[src/rtl/unary_pkg.sv]
// Shared types and defaults for the unary MAC result path.
package unary_pkg;

    typedef enum logic [1:0] {
        IDLE  = 2'd0,
        COUNT = 2'd1,
        HOLD  = 2'd2
    } collector_state_t;

    localparam int DEFAULT_BIN_BITS = 4;

    // Result width able to hold a full-scale a*b+c from the upstream MAC.
    function automatic int unary_out_bits(input int bin_bits);
        return 2 * bin_bits + 1;
    endfunction

endpackage

[src/rtl/unary_quiet_timer.sv]
// Counts consecutive quiet cycles on the unary stream; flags the cycle that
// completes IDLE_CYCLES of silence.
module unary_quiet_timer #(
    parameter int IDLE_CYCLES = 32
) (
    input  logic clk,
    input  logic reset,
    input  logic clear,
    input  logic pulse,
    output logic expired
);

    localparam int QW = $clog2(IDLE_CYCLES);
    localparam logic [QW-1:0] LAST = QW'(IDLE_CYCLES - 1);

    logic [QW-1:0] quiet_q;
    logic [QW-1:0] quiet_d;

    always_comb begin
        if (clear || pulse) begin
            quiet_d = '0;
        end else begin
            quiet_d = quiet_q + QW'(1);
        end
    end

    always_ff @(posedge clk) begin
        if (reset) begin
            quiet_q <= '0;
        end else begin
            quiet_q <= quiet_d;
        end
    end

    assign expired = !pulse && (quiet_q == LAST);

endmodule

[src/rtl/unary_stream_collector.sv]
// Counts pulses on a unary stream and hands the total out as a binary word
// on a valid/ready handshake once the stream has gone quiet.
module unary_stream_collector
    import unary_pkg::*;
#(
    parameter int BIN_BITS    = DEFAULT_BIN_BITS,
    parameter int OUT_BITS    = unary_out_bits(BIN_BITS),
    parameter int IDLE_CYCLES = 32
) (
    input  logic                clk,
    input  logic                reset,
    input  logic                start,
    input  logic                unary_in,
    output logic                busy,
    output logic                result_valid,
    input  logic                result_ready,
    output logic [OUT_BITS-1:0] result,
    output logic                overflow,
    output logic                late
);

    localparam logic [OUT_BITS-1:0] CNT_MAX = '1;

    collector_state_t    state_q;
    logic [OUT_BITS-1:0] count_q;
    logic [OUT_BITS-1:0] result_q;
    logic                valid_q;
    logic                busy_q;
    logic                overflow_q;
    logic                late_q;

    logic handshake;
    logic arm;
    logic expired;

    assign handshake = (state_q == HOLD) && valid_q && result_ready;
    // A new collection starts from IDLE or straight out of an accepted HOLD.
    assign arm = start && ((state_q == IDLE) || handshake);

    unary_quiet_timer #(
        .IDLE_CYCLES(IDLE_CYCLES)
    ) u_quiet (
        .clk    (clk),
        .reset  (reset),
        .clear  (arm),
        .pulse  (unary_in),
        .expired(expired)
    );

    always_ff @(posedge clk) begin
        if (reset) begin
            state_q    <= IDLE;
            count_q    <= '0;
            result_q   <= '0;
            valid_q    <= 1'b0;
            busy_q     <= 1'b0;
            overflow_q <= 1'b0;
            late_q     <= 1'b0;
        end else begin
            case (state_q)
                IDLE: begin
                    if (start) begin
                        state_q    <= COUNT;
                        busy_q     <= 1'b1;
                        count_q    <= '0;
                        overflow_q <= 1'b0;
                        late_q     <= 1'b0;
                    end
                end
                COUNT: begin
                    if (unary_in) begin
                        if (count_q == CNT_MAX) begin
                            overflow_q <= 1'b1;
                        end else begin
                            count_q <= count_q + OUT_BITS'(1);
                        end
                    end else if (expired) begin
                        result_q <= count_q;
                        valid_q  <= 1'b1;
                        state_q  <= HOLD;
                    end
                end
                HOLD: begin
                    if (unary_in) begin
                        late_q <= 1'b1;
                    end
                    // Back-to-back start overrides a late pulse seen this cycle.
                    if (handshake) begin
                        valid_q <= 1'b0;
                        if (start) begin
                            state_q    <= COUNT;
                            count_q    <= '0;
                            overflow_q <= 1'b0;
                            late_q     <= 1'b0;
                        end else begin
                            state_q <= IDLE;
                            busy_q  <= 1'b0;
                        end
                    end
                end
                default: begin
                    state_q <= IDLE;
                    busy_q  <= 1'b0;
                    valid_q <= 1'b0;
                end
            endcase
        end
    end

    assign busy         = busy_q;
    assign result_valid = valid_q;
    assign result       = result_q;
    assign overflow     = overflow_q;
    assign late         = late_q;

endmodule

[config.mk]
export PLATFORM = sky130hd
export DESIGN_NAME = unary_stream_collector
export DESIGN_NICKNAME = d
export VERILOG_FILES = /design/src/rtl/unary_pkg.sv /design/src/rtl/unary_quiet_timer.sv /design/src/rtl/unary_stream_collector.sv
export SDC_FILE = /design/constraint.sdc
export NUM_CORES = 1
export LEC_CHECK = 0
export ABC_AREA = 0
export CAP_MARGIN = 20
export CORE_ASPECT_RATIO = 0.6
export CORE_MARGIN = 3
export CORE_UTILIZATION = 40
export CTS_BUF_LIST = sky130_fd_sc_hd__clkbuf_4
export CTS_CLUSTER_SIZE = 10
export DETAILED_ROUTE_END_ITERATION = 8
export GPL_TIMING_DRIVEN = 0
export PLACE_DENSITY_LB_ADDON = 0.05
export RECOVER_POWER = 25
export SKIP_CTS_REPAIR_TIMING = 1
export SLEW_MARGIN = 20
export SYNTH_ARGS = -nofsm -noshare
export SYNTH_HDL_FRONTEND = slang
export SYNTH_HIERARCHICAL = 1
export SYNTH_SLANG_ARGS = --single-unit
[constraint.sdc]
create_clock -name clk -period 4.6 [get_ports clk]
set_clock_uncertainty 0.05 [all_clocks]
set_input_delay 1.38 -clock clk [delete_from_list [all_inputs] [get_ports clk]]
set_output_delay 1.38 -clock clk [all_outputs]
set_load 0.1 [all_outputs]
==> results.toml <==
[die]
initial_core_util_pct = 45.5
rows = 14
ios = 18
die_area_um2 = 3820
die_w_um = 77.8
fp.dieH_um = 49.1
core_area_um2 = 2720

[placement]
port_buffers = 17
preCtsSetupSlack_ns = 1.21
place_area_um2 = 1460
gp_routability_congestion = 0.765
place_hpwl_um = 1830

[drt]
vias = 991
drt-initial-drc-count = 66
route.detailed.wl_per_inst_um = 12.2
routed_wirelength_um = 2450
ant_nets = 0
dr.pass1.iters = 4
drc_errors = 0
viasPerCell = 4.96

[global_route]
grt_pass1_wl_um = 4220
grt_max_degree = 11
grt_overflow = 0
antenna_found_initial = 0
grt_usage_pct = 14.5
grt_pass1_vias = 877

[flow_run]
cap_violations = 0

[yosys]
synthesis.area_um2 = 1240
synth_cells = 135
netlist-cell-type-count = 36
avgSynthCellArea_um2 = 9.16
syn_nets = 144
ys_seq_area_share_pct = 47.0
ys_ff_latch = 29
yosysWarnings = 6

[pwr]
p_leak_nw = 0.535
p_per_area_nw_per_um2 = 300
peakVddDrop_v = 0.000141

[critical_path]
cp-start-kind = "register"
cp.buffers_inverters = 1
crit_chain = "clkdlybuf4s50_1"
max_stage_delay_ns = 1.13
crit_family = "buffers and inverters"
path_max_fanout = 3
end_kind = "primary output"
cp.required_ns = 3.17
worstSetupPathType = "reg2out"
crit_slowest_cell = "clkdlybuf4s50_1"
crit_arrival_ns = 1.83

[cells_and_area]
postLayoutCellArea_um2 = 1500
finalNetCount = 168
drive_above_1_share_pct = 11.9
area_growth_pct = 21.4
antenna_cells = 0
n_fill_cell = 249

[cts]
insertion_delay_ns = 0.34
cts_buffer_depth = 2
numCtsBuffers = 5
htreeDepth = 2
clkTransAtPathRegs_ns = 0.10
cts_tree = "built"
clock_sinks = 29
cts_root_buffer = "clkbuf_4"

[sta]
hold_violations = 0
fmax_mhz = 307
relSlewSlack_pct = 34.6
slew_violations = 0
post-route-period-util_pct = 70.8
worst_slack_ns = 1.34
worst_slew_pin_slew_ns = 0.979
tns_ns = 0
rsz0062_at_grt = "false"
setup_viol = 0
fin_crit_ns = 3.26

[hold_path]
hp-class = "reg2reg"

[run_status]
status = "completed"
-- power breakdown --
part / switching (mW) / total, mW / internal [mW]
registers: 0.00318 / 0.257 / 0.254
logic: 0.0241 / 0.0374 / 0.0133
clock network: 0.0915 / 0.155 / 0.0640
-- kinds of logic (layout without fill, tap and decap cells) --
group | count (synthesis) | after routing | share of synthesized area [%]
AND/OR/NAND/NOR | 63 | 63 | 28.9
flip-flops | 29 | 29 | 47.0
AO/OA/AOI/OAI | 23 | 23 | 10.4
buffers and inverters | 8 | 33 | 3.64
XOR/XNOR | 6 | 6 | 4.25
adder cells (fa/ha/maj) | 4 | 4 | 4.05
multiplexers | 2 | 2 | 1.72
-- path summary, 6_finish.rpt --
check / start / depth (start not counted) / to / slack, ns
worst min-delay path: result[0]$_SDFFE_PP0P_ / 2 / result[0]$_SDFFE_PP0P_ / 0.41
worst max register to register: count_q[0]$_SDFFE_PP0P_ / 9 / count_q[7]$_SDFFE_PP0P_ / 2.41
worst min register to register: result[0]$_SDFFE_PP0P_ / 2 / result[0]$_SDFFE_PP0P_ / 0.41
worst max-delay path: result_valid$_SDFFE_PP0P_ / 1 / result_valid / 1.34
-- cell usage after synthesis --
cell type | number | area, um^2
ha_1 | 4 | 50.1
or3b_2 | 2 | 17.5
mux2_1 | 1 | 11.3
inv_1 | 2 | 7.51
o21ai_1 | 1 | 5.00
nand3_4 | 1 | 17.5
a31oi_1 | 1 | 6.26
a32o_1 | 1 | 10.0
and2b_2 | 2 | 17.5
or4_1 | 1 | 7.51
nand4_1 | 2 | 12.5
or3_2 | 1 | 7.51
and4_1 | 1 | 8.76
xor2_1 | 5 | 43.8
or2_2 | 1 | 6.26
and3_1 | 1 | 6.26
o21ai_0 | 2 | 10.0
nand3_1 | 4 | 20.0
nor3_1 | 1 | 5.00
a221oi_1 | 1 | 8.76
or3_1 | 1 | 6.26
buf_6 | 2 | 22.5
clkbuf_1 | 4 | 15.0
a21o_2 | 1 | 8.76
nor4b_2 | 1 | 15.0
a21oi_1 | 16 | 80.1
dfxtp_1 | 29 | 581
nor2_1 | 11 | 41.3
mux2i_1 | 1 | 10.0
nand2_1 | 24 | 90.1
nor4bb_4 | 1 | 25.0
xnor2_1 | 1 | 8.76
nand2b_1 | 2 | 12.5
and2_1 | 3 | 18.8
nor4_1 | 2 | 12.5
nor3_2 | 1 | 10.0
-- per-layer routing --
metal | wire (um) | global-route usage (%) | vias up
met4 | 57 | 7.10 | 0
met3 | 134 | 5.90 | 7
met5 | 0 | 0 | -
met2 | 929 | 18.0 | 19
li1 | - | - | 516
met1 | 1330 | 20.8 | 449
-- final cells by class --
cell class,instances,area [um^2],area share (%)
Buffer,6,37.5,2.50
Clock buffer,6,45.0,3.00
Clock inverter,2,10.0,0.667
Inverter,2,7.51,0.500
Multi-Input combinational cell,98,599,39.9
Sequential cell,29,581,38.7
Tap cell,40,50.0,3.34
Timing Repair Buffer,17,170,11.3
-- per-stage QoR --
step	total power, mW	hold slack, ns	instances	utilization, %
after detailed placement	0.301	0.399	192	53.6
after global routing	0.471	0.442	200	55.3
after floorplan	0.289	0.375	135	-
final	0.450	0.410	200	55.3
after global placement	0.301	0.393	192	53.6
after CTS	0.457	0.412	200	55.7
-- cell usage in the layout, fill, tap and decap left out, types with 2 or more instances in the layout --
| cell | n |
|---|---|
| dfxtp_1 | 29 |
| nand2_1 | 24 |
| a21oi_1 | 16 |
| clkdlybuf4s50_1 | 14 |
| nor2_1 | 11 |
| clkbuf_4 | 6 |
| xor2_1 | 5 |
| clkbuf_1 | 4 |
| nand3_1 | 4 |
| ha_1 | 4 |
| dlygate4sd3_1 | 3 |
| and2_0 | 3 |
| buf_6 | 2 |
| nand2b_1 | 2 |
| inv_1 | 2 |
| nor3_1 | 2 |
| or3b_2 | 2 |
| o21ai_0 | 2 |
| and2b_2 | 2 |
| nand4_1 | 2 |
| clkinv_2 | 2 |
| nor4_1 | 2 |
-- registers in the layout (all words and copies together), names as in the netlist --
register,flops
state_q,2
result,9
count_q,9
overflow,1
result_valid,1
u_quiet/quiet_q,5
late,1
busy,1
Note: power is estimated with default switching activity, not from simulation.
